**src/rtl/core_bus_arbiter.sv**
```systemverilog
// core_bus_arbiter
//   Round-robin arbiter that shares one core bus between NUM_REQ requesters.
//   One transaction at a time: the winner's instruction/address/value go on
//   the bus for a single cycle, the block then waits RESULT_LATENCY cycles,
//   captures bus_result_i and returns it with a one-cycle done pulse.
//
// Ports
//   clk_i              system clock
//   rst_i              synchronous reset, active-high
//   req_i              per-requester request, held until done_o
//   instr_i/addr_i/value_i  packed per-requester fields, requester k at [k*W +: W]
//   grant_o            one-hot current bus owner (ISSUE through RESP)
//   done_o             one-cycle pulse to the owner, result_o valid
//   result_o           last captured result, shared by all requesters
//   busy_o             high whenever the FSM is not IDLE
//   bus_instruction_o  core bus instruction (8'h00 = NOP outside ISSUE)
//   bus_address_o      core bus address
//   bus_value_o        core bus value
//   bus_result_i       core bus result
module core_bus_arbiter #(
    parameter int NUM_REQ        = 2,
    parameter int INSTR_W        = 8,
    parameter int ADDR_W         = 24,
    parameter int DATA_W         = 32,
    parameter int RESULT_LATENCY = 2
) (
    input  logic                        clk_i,
    input  logic                        rst_i,
    input  logic [NUM_REQ-1:0]          req_i,
    input  logic [NUM_REQ*INSTR_W-1:0]  instr_i,
    input  logic [NUM_REQ*ADDR_W-1:0]   addr_i,
    input  logic [NUM_REQ*DATA_W-1:0]   value_i,
    output logic [NUM_REQ-1:0]          grant_o,
    output logic [NUM_REQ-1:0]          done_o,
    output logic [DATA_W-1:0]           result_o,
    output logic                        busy_o,
    output logic [INSTR_W-1:0]          bus_instruction_o,
    output logic [ADDR_W-1:0]           bus_address_o,
    output logic [DATA_W-1:0]           bus_value_o,
    input  logic [DATA_W-1:0]           bus_result_i
);

    localparam int IDX_W = (NUM_REQ > 1) ? $clog2(NUM_REQ) : 1;
    localparam int CNT_W = (RESULT_LATENCY > 1) ? $clog2(RESULT_LATENCY) : 1;
    localparam logic [CNT_W-1:0] CNT_LOAD =
        CNT_W'((RESULT_LATENCY > 0) ? RESULT_LATENCY - 1 : 0);
    localparam logic [IDX_W-1:0] LAST_RST = IDX_W'(NUM_REQ - 1);

    typedef enum logic [1:0] {IDLE, ISSUE, WAIT, RESP} state_t;

    state_t               state_q, state_d;
    logic [IDX_W-1:0]     last_q;
    logic [CNT_W-1:0]     cnt_q, cnt_d;

    logic [IDX_W-1:0]     win_idx;
    logic                 win_found;
    logic [NUM_REQ-1:0]   win_onehot;

    logic [INSTR_W-1:0]   instr_arr [NUM_REQ];
    logic [ADDR_W-1:0]    addr_arr  [NUM_REQ];
    logic [DATA_W-1:0]    value_arr [NUM_REQ];

    logic [NUM_REQ-1:0]   grant_d, done_d;
    logic [DATA_W-1:0]    result_d, value_d;
    logic                 busy_d;
    logic [INSTR_W-1:0]   instr_d;
    logic [ADDR_W-1:0]    addr_d;

    // Unpack the per-requester fields so the winner can be selected by index.
    always_comb begin
        for (int k = 0; k < NUM_REQ; k++) begin
            instr_arr[k] = instr_i[k*INSTR_W +: INSTR_W];
            addr_arr[k]  = addr_i[k*ADDR_W +: ADDR_W];
            value_arr[k] = value_i[k*DATA_W +: DATA_W];
        end
    end

    // Round-robin search: start one past the previous winner and wrap, so
    // the previous winner is considered last.
    always_comb begin
        logic [IDX_W-1:0] cand;
        cand      = '0;
        win_idx   = last_q;
        win_found = 1'b0;
        for (int k = 1; k <= NUM_REQ; k++) begin
            cand = IDX_W'((int'(last_q) + k) % NUM_REQ);
            if (!win_found && req_i[cand]) begin
                win_found = 1'b1;
                win_idx   = cand;
            end
        end
    end

    assign win_onehot = {{(NUM_REQ-1){1'b0}}, 1'b1} << win_idx;

    // State register and registered outputs
    always_ff @(posedge clk_i) begin
        if (rst_i) begin
            state_q           <= IDLE;
            cnt_q             <= '0;
            last_q            <= LAST_RST;
            grant_o           <= '0;
            done_o            <= '0;
            result_o          <= '0;
            busy_o            <= 1'b0;
            bus_instruction_o <= '0;
            bus_address_o     <= '0;
            bus_value_o       <= '0;
        end else begin
            state_q           <= state_d;
            cnt_q             <= cnt_d;
            if (state_q == IDLE && win_found) begin
                last_q <= win_idx;
            end
            grant_o           <= grant_d;
            done_o            <= done_d;
            result_o          <= result_d;
            busy_o            <= busy_d;
            bus_instruction_o <= instr_d;
            bus_address_o     <= addr_d;
            bus_value_o       <= value_d;
        end
    end

    // Next-state logic; WAIT lasts exactly RESULT_LATENCY cycles.
    always_comb begin
        state_d = state_q;
        cnt_d   = cnt_q;
        case (state_q)
            IDLE: begin
                if (win_found) begin
                    state_d = ISSUE;
                end
            end
            ISSUE: begin
                if (RESULT_LATENCY == 0) begin
                    state_d = RESP;
                end else begin
                    state_d = WAIT;
                    cnt_d   = CNT_LOAD;
                end
            end
            WAIT: begin
                if (cnt_q == '0) begin
                    state_d = RESP;
                end else begin
                    cnt_d = cnt_q - 1'b1;
                end
            end
            RESP:    state_d = IDLE;
            default: state_d = IDLE;
        endcase
    end

    // Output logic: computes the values the outputs take in the next state,
    // so every output comes straight from a flop.
    always_comb begin
        grant_d  = grant_o;
        done_d   = '0;
        result_d = result_o;
        busy_d   = (state_d != IDLE);
        instr_d  = '0;
        addr_d   = bus_address_o;
        value_d  = bus_value_o;
        case (state_d)
            ISSUE: begin
                grant_d = win_onehot;
                instr_d = instr_arr[win_idx];
                addr_d  = addr_arr[win_idx];
                value_d = value_arr[win_idx];
            end
            RESP: begin
                // Edge entering RESP is the one that ends the last wait cycle.
                done_d   = grant_o;
                result_d = bus_result_i;
            end
            IDLE:    grant_d = '0;
            default: ;
        endcase
    end

endmodule
```
**config.mk**
```make
export PLATFORM = sky130hd
export DESIGN_NAME = core_bus_arbiter
export DESIGN_NICKNAME = d
export VERILOG_FILES = /design/src/rtl/core_bus_arbiter.sv
export SDC_FILE = /design/constraint.sdc
export NUM_CORES = 1
export LEC_CHECK = 0
export ABC_AREA = 1
export ABC_CLOCK_PERIOD_IN_PS = 2000
export CORE_UTILIZATION = 29
export DETAILED_ROUTE_END_ITERATION = 16
export DONT_BUFFER_PORTS = 1
export PLACE_DENSITY_LB_ADDON = 0.05
export SLEW_MARGIN = 20
export SYNTH_ARGS = -nofsm -noshare
export SYNTH_HDL_FRONTEND = slang
export SYNTH_SLANG_ARGS = --single-unit
```
**constraint.sdc**
```tcl
create_clock -name clk_i -period 2 [get_ports clk_i]
set_clock_uncertainty 0.05 [all_clocks]
set_input_delay 0.5 -clock clk_i [delete_from_list [all_inputs] [get_ports clk_i]]
set_output_delay 0.5 -clock clk_i [all_outputs]
set_load 0.05 [all_outputs]
```
==> results of run 1 <==
## placed cells by master, fill, tap and decap left out, drive strengths merged
cell        n
nand2     381
dfxtp     105
clkinv      3
bufinv      1
clkbuf     11
nor2      190
nand3       3
buf        10
ha          3
inv       105
clkinvlp    1
a21oi       3
o21ai       3
## cell usage after synthesis (all sizes together)
cell	n
nand3	3
clkbuf	9
o21ai	3
nor2	190
dfxtp	105
buf	32
a21oi	3
inv	105
nand2	381
ha	3
## power groups by stage
stage          registers, W  clock network [W]  logic, W
2_1_floorplan       0.00612                  0   0.00405
3_3_place_gp        0.00637                  0   0.00460
3_5_place_dp        0.00637                  0   0.00476
4_1_cts             0.00631            0.00186   0.00480
5_1_grt             0.00639            0.00193   0.00562
6_report            0.00629            0.00178   0.00468
## logic make-up (layout without fill, tap and decap cells)
group,after synthesis,after routing
simple gates,574,574
buf+inv,146,131
flops,105,105
compound gates,6,6
fa+ha+maj,3,3
## worst register-to-register path: cells and delay by family, from the launching register on
kind	cells	cell delay [ns]
adders and majority gates	1	0.35
buffers and inverters	3	0.46
DFF	1	0.33
and+or+nand+nor	3	0.39
## metal layers
layer	track usage	vias to the layer above	part of all wire
li1	-	2345	-
met1	0.169	1843	0.42
met2	0.239	162	0.47
met3	0.0429	23	0.083
met4	0.0760	0	0.030
met5	0	-	0
## path summary, 6_finish.rpt
kind / from / to / slack, ns / depth (start not counted)
max reg2reg: state_q[0]$_SDFF_PP0_ / bus_value_o[22]$_SDFFE_PP0N_ / 0.31 / 7
min reg2reg: last_q$_SDFFE_PP1P_ / last_q$_SDFFE_PP1P_ / 0.46 / 2
max: state_q[0]$_SDFF_PP0_ / bus_value_o[22]$_SDFFE_PP0N_ / 0.31 / 7
min: rst_i / state_q[0]$_SDFF_PP0_ / 0.16 / 1
## stage by stage
step | instance area, µm² | hold WS, ns | util | setup WS [ns] | power, W
global route | 5450 | 0.146 | 0.327 | 0.123 | 0.0139
floorplan | 4970 | 0.408 | - | 0.507 | 0.0102
finish | 5450 | 0.159 | 0.327 | 0.308 | 0.0128
detailed placement | 5160 | 0.448 | 0.310 | 0.310 | 0.0111
global placement | 5160 | 0.422 | 0.310 | 0.393 | 0.0110
CTS | 5450 | 0.146 | 0.327 | 0.290 | 0.0130
## registers in the layout (all words and copies together), names as in the netlist
register and cells:
bus_value_o 32, result_o 32, bus_address_o 24, busy_o 1, last_q 1, bus_instruction_o 8
state_q 2, cnt_q 1, grant_o 2, done_o 2
## cell type report
| class | count | area, µm² | area share |
|---|---|---|---|
| sequential | 105 | 2100 | 0.386 |
| inverter | 105 | 394 | 0.0723 |
| clock inverter | 5 | 56.3 | 0.0103 |
| clock buffer | 11 | 233 | 0.0427 |
| tap | 220 | 275 | 0.0505 |
| timing repair buffer | 10 | 138 | 0.0253 |
| multi-input combinational | 583 | 2250 | 0.413 |
==> metrics.txt, run 1 <==
# Post-CTS Setup Buffers 0; XOR/XNOR Fraction of Synth Area 0; internal power 0.00557 W; cts repair resizes 0; GPL Wtd Cong 0.754; main combinational cell family by area after synthesis simple AND/OR/NAND/NOR gates; Switching Fraction 0.564; Worst path top cell family by delay buffers and inverters; initial antenna violation count 0; HP Class primary input to flip-flop; ANT cells 0; fin crit share 0.846; post-synthesis adder-cell area fraction 0.00755; RSZ-0062 raised after global routing no; Switch Pwr 0.00719 W; slew of the pin with the lowest slew margin 0.574 ns; slew margin rel. 0.617; min Tclk post-route 1.69 ns; TritonCTS clock tree built; Worst Setup End Kind flip-flop; Die X 133 µm; Post-Syn Area 4970 µm²; Buffers & Inverters on Critical Path 3; combinational power share 0.367; first-pass GRT wire length 20000 µm; max-slew violation count 0; Arrival @ worst endpoint 1.89 ns; share of the synthesized area in the top cell type 0.423; post-synth net total 1001; final antenna-violating net count 0; final setup fails 0; clk sinks 105; DRC Markers 0; Top cell by count, worst path nor2_1; post-placement cell count 1023; Via-to-Cell Ratio 4.21; final hold vios 0; PortBufs 0; NumNets Final 981; setup TNS 0 ns; Power per Cell Area 2340 nW/µm²; Filler cells 1861; Synth Area in Simple Gates 0.437; highest ir drop seen on vdd 0.000729 V; global route overflow 0; max-cap viol count 0; synth warn 0; highest clock rate 0.591 GHz; worst skew pair latency 0.35 ns; DR vias 4373; sequential share of the synthesized area 0.423; CP max stage delay 0.35 ns; die height 133 µm; Inserted Clock Buffers 9; vias in the first global route 3940; Seq cells post-synth 105; hold_buf cts 0; floorplan row count 47; Boundary Pins 265; CP Max Fanout 47; power share of the clock group 0.139; Clock Root Buffer clkbuf_16; Synth area leaders dfxtp_1 (42%), nand2_1 (29%), nor2_1 (14%); Crit path required time 2.19 ns; Startpoint Class flip-flop; Syn Inst Count 834; WS Path Type flip-flop to flip-flop; final wirelength 12800 µm; wire length per cell 12.3 µm; Static Leak 3.01 nW; layout cell share with drive strength beyond 1 0.0403; Syn Area/Cell 5.96 µm²; DR iter-0 viols 193; largest net degree at the start of global routing 65; mux share of post-synthesis cell area 0; CTS H-tree depth 3; Netlist cell types 17; Starting Density 0.299; clock transition at the registers of the reported paths 0.07 ns; worst-path cell chain inv_2, ha_1, inv_1, nand3_4, buf_12, nor2_1, nor2_1; final cell count without fillers 1039; DPL Wire Length 9100 µm; CP max-delay cell ha_1; sequential power share 0.493; core area 16600 µm²; complex-gate fraction of the synthesized area 0.00604; status finished clean; Pre-Repair DR Iteration Count 4; Synth area leader dfxtp_1; global-route total usage across every layer 0.145; die area 17700 µm²; CTS max path bufs 2; Layout area overhead 9.53%
No activity file was read; power rests on OpenSTA's default activity.
==> run 2, diff against run 1 <==
--- a/config.mk
+++ b/config.mk
@@ -6,7 +6,7 @@
 export NUM_CORES = 1
 export LEC_CHECK = 0
 export ABC_AREA = 1
-export ABC_CLOCK_PERIOD_IN_PS = 2000
+export ABC_CLOCK_PERIOD_IN_PS = 1760
 export CORE_UTILIZATION = 29
 export DETAILED_ROUTE_END_ITERATION = 16
 export DONT_BUFFER_PORTS = 1
==> constraint.sdc (replaced) <==
create_clock -name clk_i -period 1.76 [get_ports clk_i]
set_clock_uncertainty 0.05 [all_clocks]
set_input_delay 0.44 -clock clk_i [delete_from_list [all_inputs] [get_ports clk_i]]
set_output_delay 0.44 -clock clk_i [all_outputs]
set_load 0.05 [all_outputs]
==> metrics.txt, run 2 (same netlist as run 1, synthesis figures left out) <==
WS Path Type flip-flop to flip-flop (unchanged); TritonCTS clock tree built (unchanged); wire length per cell 12.3 µm (about the same); DRC Markers 0 (unchanged); PortBufs 0 (unchanged); ANT cells 0 (unchanged); worst reg2reg setup slack 0.18 ns (was 0.31 ns); global route overflow 0 (unchanged); worst hold path startpoint rst_i (unchanged); Filler cells 1841 (was 1861); GPL Wtd Cong 0.768 (was 0.754); NumNets Final 986 (was 981); met3 usage 0.0529 (was 0.0429); clock transition at the registers of the reported paths 0.07 ns (about the same); combinational power share 0.371 (was 0.367); Top Registers bus_value_o: 32 flops, result_o: 32 flops, bus_address_o: 24 flops (unchanged); final setup fails 0 (unchanged); die area 17700 µm² (unchanged); CP Max Fanout 64 (was 47); Clock Root Buffer clkbuf_16 (unchanged); fin crit share 0.898 (was 0.846); slew of the pin with the lowest slew margin 0.588 ns (was 0.574 ns); Fin Hold WS 0.108 ns (was 0.159 ns); clk sinks 105 (unchanged); vias in the first global route 3987 (was 3940); commonest non-fill, non-tap cell in the layout nand2_1 (unchanged); Tot Pwr 0.0149 W (was 0.0128 W); final wirelength 12900 µm (was 12800 µm); power share of the clock group 0.149 (was 0.139); worst skew pair latency 0.35 ns (about the same); HP Class primary input to flip-flop (unchanged); Inserted Clock Buffers 9 (unchanged); commonest cells after routing, fill and taps aside nand2_1 (379), nor2_1 (189), dfxtp_1 (105) (unchanged); Worst Setup End Kind flip-flop (unchanged); internal power 0.00664 W (was 0.00557 W); Boundary Pins 265 (unchanged); min Tclk post-route 1.58 ns (was 1.69 ns); final hold vios 0 (unchanged); highest clock rate 0.632 GHz (was 0.591 GHz); floorplan row count 47 (unchanged); CTS H-tree depth 3 (unchanged); max-slew violation count 0 (unchanged); post-placement cell count 1025 (was 1023); Power per Cell Area 2690 nW/µm² (was 2340 nW/µm²); WHS Endpoint state_q[0]$_SDFF_PP0_ (unchanged); DR iter-0 viols 162 (was 193); slew margin rel. 0.607 (was 0.617); setup TNS 0 ns (unchanged); highest ir drop seen on vdd 0.00100 V (was 0.000729 V); Crit path required time 1.96 ns (was 2.19 ns); Arrival @ worst endpoint 1.78 ns (was 1.89 ns); status finished clean (unchanged); Startpoint Class flip-flop (unchanged); GR met2 Demand/Resource 0.242 (was 0.239); Die X 133 µm (unchanged); initial antenna violation count 0 (unchanged); core area 16600 µm² (unchanged); Starting Density 0.299 (unchanged); Switching Fraction 0.555 (was 0.564); Layout area overhead 11.5% (was 9.53%); max-cap viol count 0 (unchanged); grt peak-use layer met2 (unchanged); sequential power share 0.480 (was 0.493); largest net degree at the start of global routing 65 (unchanged); final antenna-violating net count 0 (unchanged); die height 133 µm (unchanged); met1 usage in global routing 0.169 (about the same); Via-to-Cell Ratio 4.18 (was 4.21); Worst Hold Depth 1 (unchanged); global-route total usage across every layer 0.144 (was 0.145); DPL Wire Length 9250 µm (was 9100 µm); layout cell share with drive strength beyond 1 0.0510 (was 0.0403); hold_buf cts 0 (unchanged); Static Leak 3.06 nW (was 3.01 nW); Reg2Reg Depth 8 (was 7); Switch Pwr 0.00827 W (was 0.00719 W); first-pass GRT wire length 19800 µm (was 20000 µm); RSZ-0062 raised after global routing no (unchanged); FF-to-FF Start state_q[0]$_SDFF_PP0_ (unchanged); final cell count without fillers 1044 (was 1039); CTS max path bufs 2 (unchanged); Pre-Repair DR Iteration Count 4 (unchanged); Reg2Reg Capture Point result_o[21]$_SDFFE_PP0N_ (was bus_value_o[22]$_SDFFE_PP0N_); DR vias 4362 (was 4373)
## run 2: critical path: stages (launching register included)
cell and delay [ns]:
dfxtp_1 0.33, inv_2 0.06, ha_1 0.32, buf_4 0.15
nand3_2 0.09, buf_12 0.26, nand2_1 0.08, nand2_1 0.07
nor2_1 0.04
## run 2: final cells by class
| cell class | count | area [µm²] | area share |
|---|---|---|---|
| clock inverters | 6 | 90.1 | 0.0162 |
| inverters | 105 | 394 | 0.0711 |
| repair buffers | 14 | 180 | 0.0325 |
| multi-input cells | 584 | 2270 | 0.409 |
| well taps | 220 | 275 | 0.0496 |
| flip-flops and latches | 105 | 2100 | 0.379 |
| clock buffers | 10 | 239 | 0.0431 |
## run 2: worst max path at each step
stage                     depth (start not counted)                  start                             to  slack, ns
after floorplan                                   8  state_q[0]$_SDFF_PP0_  bus_address_o[0]$_SDFFE_PP0N_       0.27
after global placement                            7  state_q[0]$_SDFF_PP0_    bus_value_o[4]$_SDFFE_PP0N_       0.18
after detailed placement                          7  state_q[0]$_SDFF_PP0_   bus_value_o[10]$_SDFFE_PP0N_       0.09
after CTS                                         7  state_q[0]$_SDFF_PP0_   bus_value_o[10]$_SDFFE_PP0N_       0.08
after global routing                              7  state_q[1]$_SDFF_PP0_   bus_value_o[11]$_SDFFE_PP0N_       0.03
final                                             8  state_q[0]$_SDFF_PP0_      result_o[21]$_SDFFE_PP0N_       0.18
## run 2: metal layers
layer  part of all wire  vias up
li1                   -     2357
met1               0.43     1834
met2               0.46      158
met3              0.095       13
met4              0.016        0
met5                  0        -
## run 2: what timing repair did
action                                  CTS  global route
setup buffers                             0             2
hold endpoints to repair                  0             0
endpoints found under the setup margin    0            32
resized for setup                         0             2
## run 2: per-stage QoR
step / utilization / setup WS, ns / area (µm²)
after floorplan: - / 0.267 / 4970
after global placement: 0.312 / 0.179 / 5190
after detailed placement: 0.312 / 0.0895 / 5190
after CTS: 0.331 / 0.0850 / 5520
after global routing: 0.333 / 0.0275 / 5550
final: 0.333 / 0.179 / 5550
## run 2: power by group through the flow
stage / Sequential, W / Combinational [W] / Clock (W)
6_report: 0.00716 / 0.00553 / 0.00223
5_1_grt: 0.00726 / 0.00656 / 0.00242
4_1_cts: 0.00719 / 0.00550 / 0.00233
3_5_place_dp: 0.00725 / 0.00548 / 0
3_3_place_gp: 0.00724 / 0.00529 / 0
2_1_floorplan: 0.00696 / 0.00460 / 0
